### config.mk
export PLATFORM = sky130hd
export DESIGN_NAME = alu_array_pipe
export DESIGN_NICKNAME = d
export VERILOG_FILES = /design/src/rtl/alu_pkg.sv /design/src/rtl/alu_lane.sv /design/src/rtl/alu_array_pipe.sv
export SDC_FILE = /design/constraint.sdc
export NUM_CORES = 1
export LEC_CHECK = 0
export ABC_CLOCK_PERIOD_IN_PS = 9700
export CORE_MARGIN = 2
export CORE_UTILIZATION = 25
export DETAILED_ROUTE_END_ITERATION = 6
export HOLD_SLACK_MARGIN = 0.12
export MAX_ROUTING_LAYER = met4
export PLACE_DENSITY = 0.47
export RECOVER_POWER = 100
export SLEW_MARGIN = 20
export SYNTH_ARGS = -nofsm -noshare
export SYNTH_HDL_FRONTEND = slang
export SYNTH_SLANG_ARGS = --single-unit
### constraint.sdc
create_clock -name wb_clk_i -period 9.7 [get_ports wb_clk_i]
set_input_delay 1.94 -clock wb_clk_i [delete_from_list [all_inputs] [get_ports wb_clk_i]]
set_output_delay 1.94 -clock wb_clk_i [all_outputs]
set_load 0.05 [all_outputs]
### src/rtl/alu_pkg.sv
// Shared opcode encoding for the ALU lane array.
package alu_pkg;
    localparam int SEL_W = 3;

    localparam logic [SEL_W-1:0] OP_ADD   = 3'd0;
    localparam logic [SEL_W-1:0] OP_SUB   = 3'd1;
    localparam logic [SEL_W-1:0] OP_AND   = 3'd2;
    localparam logic [SEL_W-1:0] OP_OR    = 3'd3;
    localparam logic [SEL_W-1:0] OP_XOR   = 3'd4;
    localparam logic [SEL_W-1:0] OP_ACC   = 3'd5;
    localparam logic [SEL_W-1:0] OP_LDA   = 3'd6;
    localparam logic [SEL_W-1:0] OP_PASSB = 3'd7;
endpackage

### src/rtl/alu_lane.sv
// Combinational WIDTH-bit op unit for one lane; the accumulator register lives in the top.
module alu_lane
    import alu_pkg::*;
#(
    parameter int WIDTH = 8
) (
    input  logic [WIDTH-1:0] a_i,
    input  logic [WIDTH-1:0] b_i,
    input  logic [SEL_W-1:0] sel_i,
    input  logic [WIDTH-1:0] acc_i,
    output logic [WIDTH-1:0] res_o,
    output logic             carry_o,
    output logic [WIDTH-1:0] acc_next_o
);
    // Bit WIDTH of the extended result is the carry/borrow for every opcode.
    logic [WIDTH:0] ext;

    always_comb begin
        ext        = '0;
        acc_next_o = acc_i;
        case (sel_i)
            OP_ADD: ext = {1'b0, a_i} + {1'b0, b_i};
            OP_SUB: ext = {1'b0, a_i} - {1'b0, b_i};
            OP_AND: ext = {1'b0, a_i & b_i};
            OP_OR:  ext = {1'b0, a_i | b_i};
            OP_XOR: ext = {1'b0, a_i ^ b_i};
            OP_ACC: begin
                ext        = {1'b0, acc_i} + {1'b0, a_i};
                acc_next_o = ext[WIDTH-1:0];
            end
            OP_LDA: begin
                ext        = {1'b0, a_i};
                acc_next_o = a_i;
            end
            default: ext = {1'b0, b_i};
        endcase
    end

    assign res_o   = ext[WIDTH-1:0];
    assign carry_o = ext[WIDTH];
endmodule

### src/rtl/alu_array_pipe.sv
// CHANNELS-lane ALU behind a two-stage valid/ready pipeline with per-lane accumulators
// and a cross-lane XOR reduction of the results.
module alu_array_pipe
    import alu_pkg::*;
#(
    parameter int WIDTH    = 8,
    parameter int CHANNELS = 2
) (
    input  logic                      wb_clk_i,
    input  logic                      wb_rst_i,
    input  logic                      in_valid,
    output logic                      in_ready,
    input  logic [CHANNELS*WIDTH-1:0] a_i,
    input  logic [CHANNELS*WIDTH-1:0] b_i,
    input  logic [CHANNELS*SEL_W-1:0] sel_i,
    output logic                      out_valid,
    input  logic                      out_ready,
    output logic [CHANNELS*WIDTH-1:0] alu_o,
    output logic [CHANNELS-1:0]       carry_o,
    output logic [WIDTH-1:0]          xor_o,
    output logic                      par_o
);
    logic                               s1_valid_q, s2_valid_q;
    logic [CHANNELS-1:0][WIDTH-1:0]     a_q, b_q, acc_q, alu_q;
    logic [CHANNELS-1:0][SEL_W-1:0]     sel_q;
    logic [CHANNELS-1:0]                carry_q;
    logic [WIDTH-1:0]                   xor_q;
    logic                               par_q;

    logic [CHANNELS-1:0][WIDTH-1:0]     res_d, acc_d;
    logic [CHANNELS-1:0]                carry_d;
    logic [WIDTH-1:0]                   xor_d;
    logic                               s1_adv, s2_adv, accept, xfer;

    assign s2_adv   = !s2_valid_q || out_ready;
    assign s1_adv   = !s1_valid_q || s2_adv;
    assign in_ready = s1_adv;
    assign accept   = in_valid && s1_adv;
    // Accumulators move only when a bundle actually crosses into stage 2.
    assign xfer     = s1_valid_q && s2_adv;

    for (genvar k = 0; k < CHANNELS; k++) begin : g_lane
        alu_lane #(.WIDTH(WIDTH)) u_lane (
            .a_i       (a_q[k]),
            .b_i       (b_q[k]),
            .sel_i     (sel_q[k]),
            .acc_i     (acc_q[k]),
            .res_o     (res_d[k]),
            .carry_o   (carry_d[k]),
            .acc_next_o(acc_d[k])
        );
    end

    always_comb begin
        xor_d = '0;
        for (int k = 0; k < CHANNELS; k++) xor_d = xor_d ^ res_d[k];
    end

    always_ff @(posedge wb_clk_i or posedge wb_rst_i) begin
        if (wb_rst_i) begin
            s1_valid_q <= 1'b0;
            a_q        <= '0;
            b_q        <= '0;
            sel_q      <= '0;
        end else begin
            if (s1_adv) s1_valid_q <= in_valid;
            if (accept) begin
                a_q   <= a_i;
                b_q   <= b_i;
                sel_q <= sel_i;
            end
        end
    end

    always_ff @(posedge wb_clk_i or posedge wb_rst_i) begin
        if (wb_rst_i) begin
            s2_valid_q <= 1'b0;
            alu_q      <= '0;
            carry_q    <= '0;
            xor_q      <= '0;
            par_q      <= 1'b0;
            acc_q      <= '0;
        end else begin
            if (s2_adv) s2_valid_q <= s1_valid_q;
            if (xfer) begin
                alu_q   <= res_d;
                carry_q <= carry_d;
                xor_q   <= xor_d;
                par_q   <= ^xor_d;
                acc_q   <= acc_d;
            end
        end
    end

    assign out_valid = s2_valid_q;
    assign alu_o     = alu_q;
    assign carry_o   = carry_q;
    assign xor_o     = xor_q;
    assign par_o     = par_q;
endmodule

After elaboration in Yosys (flattened, before gate mapping)
Cells that the tools add are included.
{"block": "word_totals", "wordCells": 57, "regBits": 83, "out_inout_bits": 29}
{"block": "classes", "bitwise_logic": 7, "n_eq_ne": 12, "muxes": 4, "n_reduce_logical": 13, "n_addsub": 6}
{"operator": "$pmux W9 S7", "count": 2}
{"operator": "$add A8 B8 Y9", "count": 4}
{"operator": "$pmux W8 S2", "count": 2}
{"operator": "$xor A8 B8 Y8", "count": 3}
{"operator": "$eq A3 B3 Y1 const B", "count": 6}
{"operator": "$sub A8 B8 Y9", "count": 2}
{"operator": "$and A8 B8 Y8", "count": 2}
{"operator": "$or A8 B8 Y8", "count": 2}
{"operator": "$eq A3 B2 Y1 const B", "count": 4}
{"operator": "$reduce_xor A8 Y1", "count": 1}
{"operator": "$eq A3 B1 Y1 const B", "count": 2}
{"operator": "$logic_not A3 Y1", "count": 2}
{"operator": "$reduce_and A2 Y1", "count": 2}
{"operator": "$reduce_bool A2 Y1", "count": 2}
{"operator": "$logic_and A1 B1 Y1", "count": 2}
{"operator": "$logic_not A1 Y1", "count": 2}
{"operator": "$logic_or A1 B1 Y1", "count": 2}

Depth between registers and ports, before layout
Gate-level depths: netlist of the first run.
{"block": "logic_depth", "ltp_word": 4, "ltp_mapped": 19}

By module
Synthesis of the first run repeated with hierarchy kept, for this count alone.
{"block": "unflattened", "hier_cells": 689, "hier_area_um2": 6627.6}
{"module": "alu_array_pipe", "seq_area_each_um2": 2077.0, "area_per_inst_um2": 3191.8, "n_inst": 1, "cells_each": 202}
{"module": "alu_lane at g_lane[1].u_lane", "seq_area_each_um2": 0.0, "area_per_inst_um2": 1746.7, "n_inst": 1, "cells_each": 254}
{"module": "alu_lane at g_lane[0].u_lane", "seq_area_each_um2": 0.0, "area_per_inst_um2": 1689.1, "n_inst": 1, "cells_each": 233}

Worst setup path before layout of the first run
Ideal clock, no wire load.
{"block": "synth_path", "path_kind": "in2out", "startpoint": "input port out_ready", "endpoint": "output port in_ready", "required_ns": 7.760, "path_slack_ns": 5.331, "path_stages": 1, "arrival_time_ns": 2.429, "cell_sequence": "nand3b_1"}
{"block": "synth_via", "elab_chain_len": 2}
{"item": "from (decl)", "line_no": "alu_array_pipe.sv:17", "text": "input logic out_ready,"}
{"item": "$logic_or A1 B1 Y1", "line_no": "alu_array_pipe.sv:35", "text": "assign s2_adv = !s2_valid_q || out_ready;"}
{"item": "$logic_or A1 B1 Y1", "line_no": "alu_array_pipe.sv:36", "text": "assign s1_adv = !s1_valid_q || s2_adv;"}
{"item": "to (decl)", "line_no": "alu_array_pipe.sv:12", "text": "output logic in_ready,"}
Every way passes these cells.

==> results of run 1 <==
-- layout make-up --
type,instances,area (um^2),share of cell area (%)
tap,330,412.9,5.329
multi-input combinational,523,4041,52.16
inverter,50,188.9,2.438
clock inverter,3,40.04,0.5167
clock buffer,11,242.7,3.133
sequential,83,2077,26.80
timing repair buffer,77,745.7,9.624
-- stage by stage --
step	cell area (um^2)	util, %	setup WS [ns]	power, W
6_report	7749	30.59	3.717	0.002236
5_1_grt	7749	30.59	2.789	0.002433
4_1_cts	7761	30.64	4.359	0.002284
3_5_place_dp	7478	29.53	4.362	0.001923
3_3_place_gp	7478	29.53	4.369	0.001916
2_1_floorplan	6477	-	5.331	0.001584
-- cell usage after synthesis, types with 3 or more instances --
cell	number
a21boi_1	5
a211oi_1	5
o21ai_1	9
and2_1	3
a22oi_1	5
nand2b_1	15
a32oi_1	3
dfrtp_1	83
nand3b_1	3
o21a_1	7
xnor2_1	30
buf_2	12
nor2_1	39
o22ai_1	5
mux2i_1	10
inv_2	3
clkbuf_1	15
a31oi_1	16
ha_1	66
mux4_2	3
nor3_1	4
mux2_1	3
nor2b_1	11
mux2_2	49
nand2_1	57
a21oi_1	44
o211ai_1	4
buf_4	3
fa_1	4
o21ai_0	46
a21o_1	10
nand3_1	9
o21bai_1	3
xor2_1	11
xnor2_2	3
inv_1	47
-- worst max-delay path: cells and delay by family --
family	cells	cell delay [ns]
buf+inv	3	3.64
-- sequential cells by signal (all words and copies together), names as in the netlist --
name,flops
a_q,16
acc_q,16
alu_o,16
b_q,16
xor_o,8
sel_q,6
carry_o,2
out_valid,1
par_o,1
s1_valid_q,1
-- cell families (layout without fill, tap and decap cells) --
family	after synthesis	after routing	synth area share (%)
buffers and inverters	84	141	5.505
adder cells (fa/ha/maj)	70	70	13.98
AO/OA/AOI/OAI	190	190	18.74
XOR/XNOR	46	46	7.012
multiplexers	66	66	11.86
flip-flops	83	83	32.06
AND/OR/NAND/NOR	151	151	10.84
-- final timing paths --
path | startpoint | cells past startpoint | end
max | wb_rst_i | 3 | a_q[6]
min | xor_o[3] | 2 | xor_o[3]
max reg2reg | sel_q[1] | 14 | par_o
min reg2reg | xor_o[3] | 2 | xor_o[3]
max in group wb_clk_i | out_ready | 3 | in_ready
min in group asynchronous | wb_rst_i | 2 | xor_o[0]
-- power by group through the flow --
stage	sequential, W	clock, W	combinational (W)
2_1_floorplan	0.000707	0	0.000877
3_3_place_gp	0.000561	0	0.00135
3_5_place_dp	0.000562	0	0.00136
4_1_cts	0.000556	0.000359	0.00137
5_1_grt	0.000569	0.000376	0.00149
6_report	0.000551	0.000349	0.00134
-- cell usage in the layout, fill, tap and decap left out, types with 4 or more instances in the layout --
cell and instances:
clkdlybuf4s50_1 39, mux2i_1 10, nor2_1 40, a21boi_1 5, o21a_1 7, fa_1 4, a31oi_1 16, a22oi_1 5
inv_1 46, a211oi_1 5, nor3_1 4, nor2b_1 11, mux2_2 49, a21oi_1 44, o21ai_1 9, nand2b_1 15
buf_4 5, o211ai_1 4, ha_1 66, dlygate4sd3_1 31, o22ai_1 5, clkbuf_16 9, a21o_1 10, xnor2_1 30
o21ai_0 46, nand3_1 9, dfrtp_1 83, nand2_1 57, xor2_1 11
-- metal layers --
metal | vias to the layer above | GRT usage [%] | routed length [um]
met5 | - | - | 0
met4 | 0 | 3.399 | 191
met3 | 10 | 2.687 | 614
met2 | 71 | 18.75 | 6873
met1 | 2351 | 19.12 | 8923
li1 | 2547 | - | -
==> impl_metrics.yaml, run 1 <==
outcome:
  status: "finished, violations left"
  violations: "max-capacitance violations, max-slew violations"
synthesis:
  avgSynthCellArea_um2: 9.388
  synthTopCellsByArea: "dfrtp_1 (32%), ha_1 (13%), mux2_2 (8.5%)"
  ys_ff_latch: 83
  async_flop_share_pct: 100.0
  synth_cell_types: 72
  synth_edf_count: 0
  synth_top_area_share_pct: 32.06
  synth_warnings: 0
  syn-cell-area_mm2: 0.006477
  ys_seq_area_share_pct: 32.06
  yosys.area.top_type: "dfrtp_1"
  synth_nets: 802
  synth_cells: 690
  ys.flop_type: "dfrtp_1"
placement:
  post-dp-hpwl_um: 12720
  place.port_buffers: 70
  place_congestion: 0.8148
  placed_cells: 1063
worst_setup_path:
  required_ns: 9.35
  cp-end-kind: "async pin"
  path_cells: "dlygate4sd3_1, clkinvlp_2, clkbuf_1"
  path_max_fanout: 63
  slowest_delay_ns: 2.52
  critPathKind: "primary input to async pin"
  worst_path_max_delay_cell: "clkbuf_1"
  rrSetupSlack_ns: 5.14
  cp.arrival_ns: 5.64
  critPathLaunchType: "primary input"
power:
  p_clk_share_pct: 15.6
  swShare_pct: 44.02
  combPwrFrac_pct: 59.7
  seq_power_share_pct: 24.7
  power_leakage_nw: 3.400
  internal-power_w: 0.001251
  vdd_drop_max_mv: 0.2026
  p_sw_w: 0.0009841
  power_density_mw_per_mm2: 288.5
final_layout:
  fin_cells: 1077
  nets: 856
  fillerInstances: 2645
  antenna_cells: 0
  area_growth_pct: 19.63
  final_layout_size_suffix_gt1_share_pct: 11.51
clock_tree:
  htreeDepth: 3
  cts-resized-gates: 0
  cts_tree: "built"
  clk_pin_slew_ns: 0.06
  cts-root-buf: "clkbuf_16"
  cts_setup_buffers: 0
  numCtsBuffers: 9
  clock-sinks: 83
  clkLatencyLatePin_ns: 0.35
  cts_buffer_depth: 2
  hold_buffers: 0
route:
  wl_per_cell_um: 15.42
  viasPerCell: 4.623
  vias: 4979
  drcViolationCount: 0
  ant_nets: 0
  drtIter0Drc: 264
  wirelength_um: 16600
  drt_pass1_iterations: 4
global_routing:
  grt_max_degree: 64
  first_global_vias: 4913
  grt_use_total_pct: 13.24
  grt_pass1_wl_um: 27070
  grt_antenna_before_repair: 0
  overflow: 0
sta:
  fin_tns_setup_ns: 0
  hold_ws_ns: 0.4733
  maxSlewHeadroom_pct: -133.8
  tightest_slew_ns: 3.507
  rsz0062_at_grt: "false"
  finalHoldViolCount: 0
  setup_viol_count_final: 0
  slew_viol_final: 149
  fin_skew_ns: 0.009409
  fmax_mhz: 167.1
  min_period_ns: 5.983
  finalCritPeriodShare_pct: 61.68
floorplanning:
  die_y_um: 165.0
  io_pins: 71
  fp.dieArea_mm2: 0.02721
  std_cell_rows: 58
  die_x_um: 165.0
  core_area_mm2: 0.02533
  initial_utilization_pct: 25.58
flow_run:
  cap_violations: 3
min_path:
  hp-class: "flop to flop"
Power figures use the tool's default switching activity.
==> run 2, diff against run 1 <==
--- a/config.mk
+++ b/config.mk
@@ -5,13 +5,13 @@
 export SDC_FILE = /design/constraint.sdc
 export NUM_CORES = 1
 export LEC_CHECK = 0
-export ABC_CLOCK_PERIOD_IN_PS = 9700
+export ABC_CLOCK_PERIOD_IN_PS = 5050
 export CORE_MARGIN = 2
 export CORE_UTILIZATION = 25
 export DETAILED_ROUTE_END_ITERATION = 6
 export HOLD_SLACK_MARGIN = 0.12
 export MAX_ROUTING_LAYER = met4
-export PLACE_DENSITY = 0.47
+export PLACE_DENSITY = 0.48
 export RECOVER_POWER = 100
 export SLEW_MARGIN = 20
 export SYNTH_ARGS = -nofsm -noshare
==> constraint.sdc (replaced) <==
create_clock -name wb_clk_i -period 5.05 [get_ports wb_clk_i]
set_input_delay 1.01 -clock wb_clk_i [delete_from_list [all_inputs] [get_ports wb_clk_i]]
set_output_delay 1.01 -clock wb_clk_i [all_outputs]
set_load 0.05 [all_outputs]
==> impl_metrics.yaml, run 2 (synthesis gave the netlist of run 1 again) <==
clock_tree:
  cts_setup_buffers: 0
  hold_buffers: 0
  cts_tree: "built"
  clkLatencyLatePin_ns: 0.35
  cts-resized-gates: 0
  clock-sinks: 83
  cts_buffer_depth: 2
  clk_pin_slew_ns: 0.06
  cts-root-buf: "clkbuf_16"
  htreeDepth: 3
  numCtsBuffers: 9
worst_setup_path:
  required_ns: 5.31
  cp.arrival_ns: 4.57
  worst-path-buf-inv: 0
  r2r_cells: 13
  critPathKind: "flop to flop"
  crit_cells: 13
  r2r-end: "par_o"
  path_cells: "nor2_1, and2_0, mux2_1, fa_1, or3_1, a31oi_1, xnor2_1, xnor2_1, xnor2_2, xor2_1, xnor3_1, xor3_1, o21ai_0"
  critPathLaunchType: "flop"
  path_max_fanout: 8
  rr_startpoint: "sel_q[1]"
  worst_path_max_delay_cell: "nor2_1"
  cp-end-kind: "flop"
  cp_top_family: "XOR/XNOR gates"
  rrSetupSlack_ns: 0.74
  crit_path_frequent_cell: "xnor2_1"
  slowest_delay_ns: 0.45
final_layout:
  layout_common_cells: "dfrtp_1 (83), ha_1 (66), nand2_1 (57)"
  fillerInstances: 2633
  final_util_pct: 30.73
  final_common_cell: "dfrtp_1"
  final_area_mm2: 0.007784
  multi_input_area_mm2: 0.004036
  area_growth_pct: 20.17
  ff_latch_area_mm2: 0.002077
  antenna_cells: 0
  final_layout_size_suffix_gt1_share_pct: 11.32
  nets: 858
global_routing:
  grt_antenna_before_repair: 0
  grt_pass1_wl_um: 27720
  first_global_vias: 4993
  grt_max_degree: 59
  grt_use_total_pct: 13.57
  overflow: 0
floorplanning:
  core_area_mm2: 0.02533
  initial_utilization_pct: 25.58
  die_y_um: 165.0
  fp.dieArea_mm2: 0.02721
  io_pins: 71
  die_x_um: 165.0
  std_cell_rows: 58
route:
  viasPerCell: 4.644
  wl_per_cell_um: 15.80
  vias: 5020
  drt_pass1_iterations: 4
  wirelength_um: 17090
  ant_nets: 0
  drtIter0Drc: 255
  drcViolationCount: 0
sta:
  rsz0062_at_grt: "false"
  tightest_slew_ns: 1.788
  setup_viol_count_final: 0
  slew_viol_final: 98
  maxSlewHeadroom_pct: -19.19
  setup_slack_ns: 0.7433
  fin_tns_setup_ns: 0
  fin_skew_ns: 0.007981
  min_period_ns: 4.307
  finalCritPeriodShare_pct: 85.28
  hold_ws_ns: 0.4757
  fmax_mhz: 232.2
  finalHoldViolCount: 0
min_path:
  hold_depth: 2
  min_to: "carry_o[1]"
  hp-class: "flop to flop"
  hold_path_startpoint: "carry_o[1]"
placement:
  dp_slack_ns: 0.9801
  place.port_buffers: 70
  post-dp-hpwl_um: 13170
  place_congestion: 0.8523
  placed_cell_area_mm2: 0.007493
power:
  power_leakage_nw: 3.414
  vdd_drop_max_mv: 0.3161
  power_density_mw_per_mm2: 556.4
outcome:
  status: "finished, violations left"
  violations: "max-capacitance violations, max-slew violations"
flow_run:
  cap_violations: 2
run 2: worst max-delay path by stage:
| stage | end | start | slack, ns |
|---|---|---|---|
| global route | par_o | sel_q[1] | 0.51 |
| global placement | par_o | sel_q[1] | 1.09 |
| finish | par_o | sel_q[1] | 0.74 |
| detailed placement | par_o | sel_q[1] | 0.98 |
| CTS | par_o | sel_q[1] | 0.98 |
| floorplan | par_o | sel_q[0] | 1.11 |
run 2: final cells by class:
type / count / area share (%)
Multi-Input combinational cell: 523 / 51.86
Sequential cell: 83 / 26.68
Timing Repair Buffer: 79 / 9.741
Tap cell: 330 / 5.305
Clock buffer: 11 / 2.990
Inverter: 50 / 2.427
Clock inverter: 5 / 0.9966
run 2: through the flow:
stage          instances  total power, W
6_report            1081        0.004331
5_1_grt             1081        0.004675
4_1_cts             1081        0.004447
3_5_place_dp        1065        0.003705
3_3_place_gp        1065        0.003687
2_1_floorplan        690        0.003043
run 2: routing by layer:
metal	global-route usage (%)	vias up	wire, um
li1	-	2554	-
met1	19.29	2364	8891
met2	19.68	90	7224
met3	2.135	12	722
met4	4.269	0	247
met5	-	-	0
run 2: tightest hold or removal path, cell delays in order, from the launching register on:
cell and delay (ns):
dfrtp_1 0.34, nand2_1 0.04, o21ai_0 0.06
run 2: power by group:
| group | switching (W) | internal (W) | leakage [nW] |
|---|---|---|---|
| Clock | 0.000286 | 0.000432 | 0.150 |
| Combinational | 0.00142 | 0.00114 | 2.27 |
| Sequential | 0.000183 | 0.000873 | 0.997 |
